==> config.mk <==
export PLATFORM = sky130hd
export DESIGN_NAME = cache_refill_ctrl
export DESIGN_NICKNAME = d
export VERILOG_FILES = /design/src/rtl/cache_pkg.sv /design/src/rtl/refill_buffer.sv /design/src/rtl/cache_refill_ctrl.sv
export SDC_FILE = /design/constraint.sdc
export NUM_CORES = 2
export LEC_CHECK = 0
export ABC_CLOCK_PERIOD_IN_PS = 5870
export CORE_AREA = 3 3 265 267
export CTS_CLUSTER_DIAMETER = 60
export DETAILED_ROUTE_END_ITERATION = 16
export DIE_AREA = 0 0 268 270
export HOLD_SLACK_MARGIN = 0.12
export PLACE_DENSITY = 0.84
export RECOVER_POWER = 50
export SETUP_SLACK_MARGIN = 0.4
export SLEW_MARGIN = 0
export SYNTH_ARGS = -nofsm -noshare
export SYNTH_HDL_FRONTEND = slang
export SYNTH_SLANG_ARGS = --single-unit
==> constraint.sdc <==
create_clock -name i_clk -period 5.87 [get_ports i_clk]
set_input_delay 0.8805 -clock i_clk [delete_from_list [all_inputs] [get_ports i_clk]]
set_output_delay 0.8805 -clock i_clk [all_outputs]
set_load 0.02 [all_outputs]
==> src/rtl/cache_pkg.sv <==
// Shared field widths, address slice positions and refill FSM states for the
// cache miss-refill engine.
package cache_pkg;
    localparam int TAG_W      = 25;
    localparam int SET_W      = 1;
    localparam int WORD_SEL_W = 4;
    localparam int OFFS_W     = 6;
    localparam int BLOCK_W    = 512;

    // Byte address layout: [31:7] tag, [6] set, [5:2] word, [1:0] byte.
    localparam int TAG_LSB  = 7;
    localparam int SET_LSB  = 6;
    localparam int WORD_LSB = 2;

    typedef enum logic [1:0] {IDLE, REQ, BURST, DONE} refill_state_e;
endpackage

==> src/rtl/refill_buffer.sv <==
// Line assembly register: synchronous clear plus one indexed word write per cycle.
// The next-state value is exported so a completed line can be captured on the last beat.
module refill_buffer #(
    parameter int WORD_W = 32,
    parameter int BEATS  = 16,
    parameter int IDX_W  = 4
) (
    input  logic                      i_clk,
    input  logic                      i_clear,
    input  logic                      i_we,
    input  logic [IDX_W-1:0]          i_idx,
    input  logic [WORD_W-1:0]         i_data,
    output logic [WORD_W*BEATS-1:0]   o_block_nxt
);
    logic [WORD_W*BEATS-1:0] r_block;

    always_comb begin
        o_block_nxt = r_block;
        if (i_clear)
            o_block_nxt = '0;
        else if (i_we)
            o_block_nxt[i_idx*WORD_W +: WORD_W] = i_data;
    end

    always_ff @(posedge i_clk) begin
        r_block <= o_block_nxt;
    end
endmodule

==> src/rtl/cache_refill_ctrl.sv <==
// Miss-refill engine: one memory request, 16-beat burst assembled into a 512-bit fill.
// Optional CRITICAL_WORD_FIRST_EN: wrap-around burst from the missed word plus early crit_* output.
module cache_refill_ctrl
    import cache_pkg::*;
#(
    parameter int WORD_W  = 32,
    parameter int BEATS   = 16,
    parameter int TIMEOUT = 255
) (
    input  logic                    i_clk,
    input  logic                    i_reset,
    input  logic                    i_miss_req,
    input  logic [31:0]             i_miss_addr,
    output logic                    o_busy,
    output logic                    o_mem_req,
    output logic [31:0]             o_mem_addr,
    input  logic                    i_mem_gnt,
    input  logic                    i_mem_rvalid,
    input  logic [WORD_W-1:0]       i_mem_rdata,
    output logic [WORD_W*BEATS-1:0] o_fill_block,
    output logic [TAG_W-1:0]        o_fill_tag,
    output logic [SET_W-1:0]        o_fill_set,
    output logic                    o_fill_valid,
    output logic                    o_abort
`ifdef CRITICAL_WORD_FIRST_EN
    ,
    output logic                    o_crit_valid,
    output logic [WORD_W-1:0]       o_crit_data
`endif
);
    localparam int TO_W = $clog2(TIMEOUT + 1);

    refill_state_e           r_state;
    logic [TAG_W-1:0]        r_tag;
    logic [SET_W-1:0]        r_set;
    logic [WORD_SEL_W-1:0]   r_cnt;
    logic [TO_W-1:0]         r_to;
    logic                    r_busy, r_mem_req, r_fill_valid, r_abort;
    logic [31:0]             r_mem_addr;
    logic [WORD_W*BEATS-1:0] r_fill_block;
    logic [TAG_W-1:0]        r_fill_tag;
    logic [SET_W-1:0]        r_fill_set;
    logic [WORD_SEL_W-1:0]   w_start, w_slot;
    logic [WORD_W*BEATS-1:0] w_block_nxt;
    logic                    w_buf_clr, w_buf_we;
    logic                    w_unused_addr;

`ifdef CRITICAL_WORD_FIRST_EN
    logic [WORD_SEL_W-1:0]   r_start;
    logic                    r_crit_valid;
    logic [WORD_W-1:0]       r_crit_data;
    assign w_start       = r_start;
    assign o_crit_valid  = r_crit_valid;
    assign o_crit_data   = r_crit_data;
    assign w_unused_addr = ^i_miss_addr[WORD_LSB-1:0];
`else
    assign w_start       = '0;
    assign w_unused_addr = ^i_miss_addr[OFFS_W-1:0];
`endif

    // Buffer is wiped on grant so an aborted burst never leaks into the next line.
    assign w_buf_clr = i_reset | ((r_state == REQ) & i_mem_gnt);
    assign w_buf_we  = (r_state == BURST) & i_mem_rvalid;
    assign w_slot    = w_start + r_cnt;

    refill_buffer #(.WORD_W(WORD_W), .BEATS(BEATS), .IDX_W(WORD_SEL_W)) u_buf (
        .i_clk       (i_clk),
        .i_clear     (w_buf_clr),
        .i_we        (w_buf_we),
        .i_idx       (w_slot),
        .i_data      (i_mem_rdata),
        .o_block_nxt (w_block_nxt)
    );

    always_ff @(posedge i_clk) begin
        if (i_reset) begin
            r_state      <= IDLE;
            r_tag        <= '0;
            r_set        <= '0;
            r_cnt        <= '0;
            r_to         <= '0;
            r_busy       <= 1'b0;
            r_mem_req    <= 1'b0;
            r_mem_addr   <= '0;
            r_fill_block <= '0;
            r_fill_tag   <= '0;
            r_fill_set   <= '0;
            r_fill_valid <= 1'b0;
            r_abort      <= 1'b0;
`ifdef CRITICAL_WORD_FIRST_EN
            r_start      <= '0;
            r_crit_valid <= 1'b0;
            r_crit_data  <= '0;
`endif
        end else begin
            r_fill_valid <= 1'b0;
            r_abort      <= 1'b0;
`ifdef CRITICAL_WORD_FIRST_EN
            r_crit_valid <= 1'b0;
`endif
            case (r_state)
                IDLE: if (i_miss_req) begin
                    r_tag     <= i_miss_addr[31:TAG_LSB];
                    r_set     <= i_miss_addr[SET_LSB +: SET_W];
                    r_mem_req <= 1'b1;
                    r_busy    <= 1'b1;
                    r_state   <= REQ;
`ifdef CRITICAL_WORD_FIRST_EN
                    r_start    <= i_miss_addr[WORD_LSB +: WORD_SEL_W];
                    r_mem_addr <= {i_miss_addr[31:WORD_LSB], WORD_LSB'(0)};
`else
                    r_mem_addr <= {i_miss_addr[31:OFFS_W], OFFS_W'(0)};
`endif
                end
                REQ: if (i_mem_gnt) begin
                    r_mem_req <= 1'b0;
                    r_cnt     <= '0;
                    r_to      <= '0;
                    r_state   <= BURST;
                end
                BURST: begin
                    if (i_mem_rvalid) begin
                        r_cnt <= r_cnt + 1'b1;
                        r_to  <= '0;
`ifdef CRITICAL_WORD_FIRST_EN
                        if (r_cnt == '0) begin
                            r_crit_valid <= 1'b1;
                            r_crit_data  <= i_mem_rdata;
                        end
`endif
                        if (r_cnt == WORD_SEL_W'(BEATS - 1)) begin
                            r_fill_block <= w_block_nxt;
                            r_fill_tag   <= r_tag;
                            r_fill_set   <= r_set;
                            r_fill_valid <= 1'b1;
                            r_state      <= DONE;
                        end
                    end else if (r_to == TO_W'(TIMEOUT - 1)) begin
                        r_abort <= 1'b1;
                        r_busy  <= 1'b0;
                        r_state <= IDLE;
                    end else begin
                        r_to <= r_to + 1'b1;
                    end
                end
                DONE: begin
                    r_busy  <= 1'b0;
                    r_state <= IDLE;
                end
                default: r_state <= IDLE;
            endcase
        end
    end

    assign o_busy       = r_busy;
    assign o_mem_req    = r_mem_req;
    assign o_mem_addr   = r_mem_addr;
    assign o_fill_block = r_fill_block;
    assign o_fill_tag   = r_fill_tag;
    assign o_fill_set   = r_fill_set;
    assign o_fill_valid = r_fill_valid;
    assign o_abort      = r_abort;
endmodule

==> summary.txt <==
Total Die Area: 72400 um^2
clk_skew: 0.0485 ns
clock slew at reported path FFs: 0.06 ns
Crit path depth: 7
hold crit path type: flip-flop to flip-flop
leakage power: 19.5 nW
CP Capture Type: flip-flop
fin util: 71.8%
critical path type: flip-flop to flip-flop
drt drc: 0
sequential share of the synthesized area: 56.6%
startpoint types: flip-flop
dpl cell area: 45300 um^2
grt total ovfl: 0
Routed WL: 132000 um
Port Buf Inserts: 630
CP most frequent cell: buf_12
Worst Max-Slew Pin Slew: 3.01 ns
clock sink total: 1094
Fin. Hold Viols: 0
critical path's slowest cell: a21oi_1
DR vias: 33900
Place WS: 1.91 ns
cts hold-fix bufs: 0
Final min period: 4.58 ns
violated checks: capacitance limit, slew limit
Final HPWL DP: 78700 um
Final Setup Violations: 0
syn avg cell area: 9.25 um^2
Synth Instances: 4185
#FFs+latches synth: 1094
fin area: 49100 um^2
Distinct cells, synth: 59
routed length per instance: 23.8 um
layout net count: 4677
top_reg_cell synth: dfxtp_1
Area Overhead vs Synth: 26.8%
ratio of cells with drive above 1 in the final layout: 6.72%
status: finished, violations left
Post-synth EDFFs: 0
fillers: 4801
vias in the first global route: 31900
die height: 270 um
largest net degree at the start of global routing: 221
Power Density: 325 nW/um^2
setup slack after layout: 1.29 ns
number of I/O pins: 643
CP max stage delay: 1.36 ns
Peak VDD IR: 0.281 mV
CP arrival: 5.14 ns
root buf cell: clkbuf_16
R2R setup slack: 1.29 ns
Hold WS: 0.442 ns
worst rel slew slack: -100%
Max Clk Rate: 218 MHz
first-pass GRT wire length: 195000 um
Skew-Pair Late Insertion Delay: 0.69 ns
antenna violations before repair: 4
synth warn: 0
max-slew violation count: 618
R2R cell count: 7
number of CTS-inserted buffers: 106
Routed Antenna Nets: 0
Max clock buf depth: 3
share of flip-flops with an asynchronous set or reset after synthesis: 0%
H-tree levels: 3
gr usage total: 35.0%
Bufs and invs on worst path: 3
setup repair bufs after CTS: 0
Final TNS setup: 0 ns
CORE AREA: 68300 um^2
Largest delay share family, worst path: compound AO/OA/AOI/OAI gates
Iter 0 DRT Violations: 3728
die width: 268 um
DR vias/cell: 6.09
period utilization: 78.0%
MaxCap Viol Count: 8
CTS resizes: 0
hold path cells: 2
standard-cell row count: 96
CTS tree: yes
crit-path cells: inv_1, ha_1, a21oi_1, buf_12, nand2_8, buf_12, o21ai_1
Starting Density: 56.6%
gpl congestion: 0.846
mapped cell area: 38700 um^2
RSZ-0062 raised after global routing: false
worst-path maximum fanout: 209
Pre-Repair DR Iteration Count: 7
critical path required time: 6.43 ns
-- worst register-to-register path, cell delays in order, from the launching register on --
cell,delay (ns)
dfxtp_1,0.40
inv_1,0.11
ha_1,0.34
a21oi_1,1.36
buf_12,0.50
nand2_8,0.29
buf_12,0.31
o21ai_1,1.14
-- cell type report --
cell class	count	area [um^2]	area share, %
diodes	2	5.00	0.0102
multi-input cells	2683	15300	31.3
clock buffers	144	3010	6.13
repair buffers	704	6900	14.1
flip-flops and latches	1094	21900	44.6
inverters	9	36.3	0.0740
clock inverters	54	769	1.57
well taps	882	1100	2.25
-- cells in the final DEF, fill, tap and decap left out, drive strengths merged, types with 72 or more instances in the layout --
cell,instances
a31oi,163
dfxtp,1094
nand2,639
mux2i,255
dlygate4sd3,568
clkbuf,150
nand3,275
o21ai,488
nor2,263
o211ai,111
buf,72
or3,98
a21oi,130
-- registers in the layout (all words and copies together) (netlist names) --
name / count
r_cnt: 4
r_to: 8
o_abort: 1
o_fill_tag: 25
o_fill_block: 512
o_fill_valid: 1
o_busy: 1
u_buf.r_block: 512
o_mem_req: 1
r_state: 2
r_tag: 24
o_mem_addr: 2
o_fill_set: 1
-- stage by stage --
stage	power, mW	cells
floorplan	8.36	4190
global placement	8.83	5372
detailed placement	8.84	5372
CTS	16.0	5570
global route	16.3	5571
finish	15.9	5572
-- where the power goes --
group	switching (mW)	total (mW)	internal, mW	leakage, nW
combinational	0.912	1.16	0.245	8.84
sequential	0.0409	7.52	7.48	8.81
clock	3.04	7.24	4.21	1.83
total	3.99	15.9	11.9	19.5
-- path summary, 6_finish.rpt --
kind | end | startpoint
worst max-delay path | o_fill_block[309] | r_state[1]
worst min-delay path | o_fill_tag[3] | r_tag[3]
worst max register to register | o_fill_block[309] | r_state[1]
worst min register to register | o_fill_tag[3] | r_tag[3]
-- routing by layer --
| metal | track usage (%) | up-vias | wire length [um] |
|---|---|---|---|
| met1 | 43.0 | 16300 | 49400 |
| li1 | - | 15500 | - |
| met2 | 54.4 | 1741 | 60000 |
| met3 | 10.5 | 417 | 14000 |
| met5 | 0 | - | 0 |
| met4 | 20.7 | 0 | 9010 |
-- cells by family after synthesis --
| kind of cell | share of synthesized area, % |
|---|---|
| AOI/OAI and AO/OA | 16.3 |
| xor gates and xnor gates | 0.110 |
| adders and majority gates | 0.323 |
| buffers and inverters | 4.35 |
| DFF | 56.6 |
| muxes | 6.60 |
| other | 0.00969 |
| and+or+nand+nor | 15.7 |
-- synth_stat cells (41+ instances only) --
| master | number | area [um^2] |
|---|---|---|
| a21oi_1 | 130 | 651 |
| a31oi_1 | 163 | 1020 |
| buf_2 | 41 | 205 |
| clkbuf_1 | 313 | 1170 |
| dfxtp_1 | 1094 | 21900 |
| mux2i_1 | 255 | 2550 |
| nand2_1 | 639 | 2400 |
| nand3_1 | 275 | 1380 |
| nor2_1 | 263 | 987 |
| o211ai_1 | 111 | 833 |
| o21ai_0 | 213 | 1070 |
| o21ai_1 | 275 | 1380 |
| or3_1 | 98 | 613 |
No activity file was read; power rests on OpenSTA's default activity.
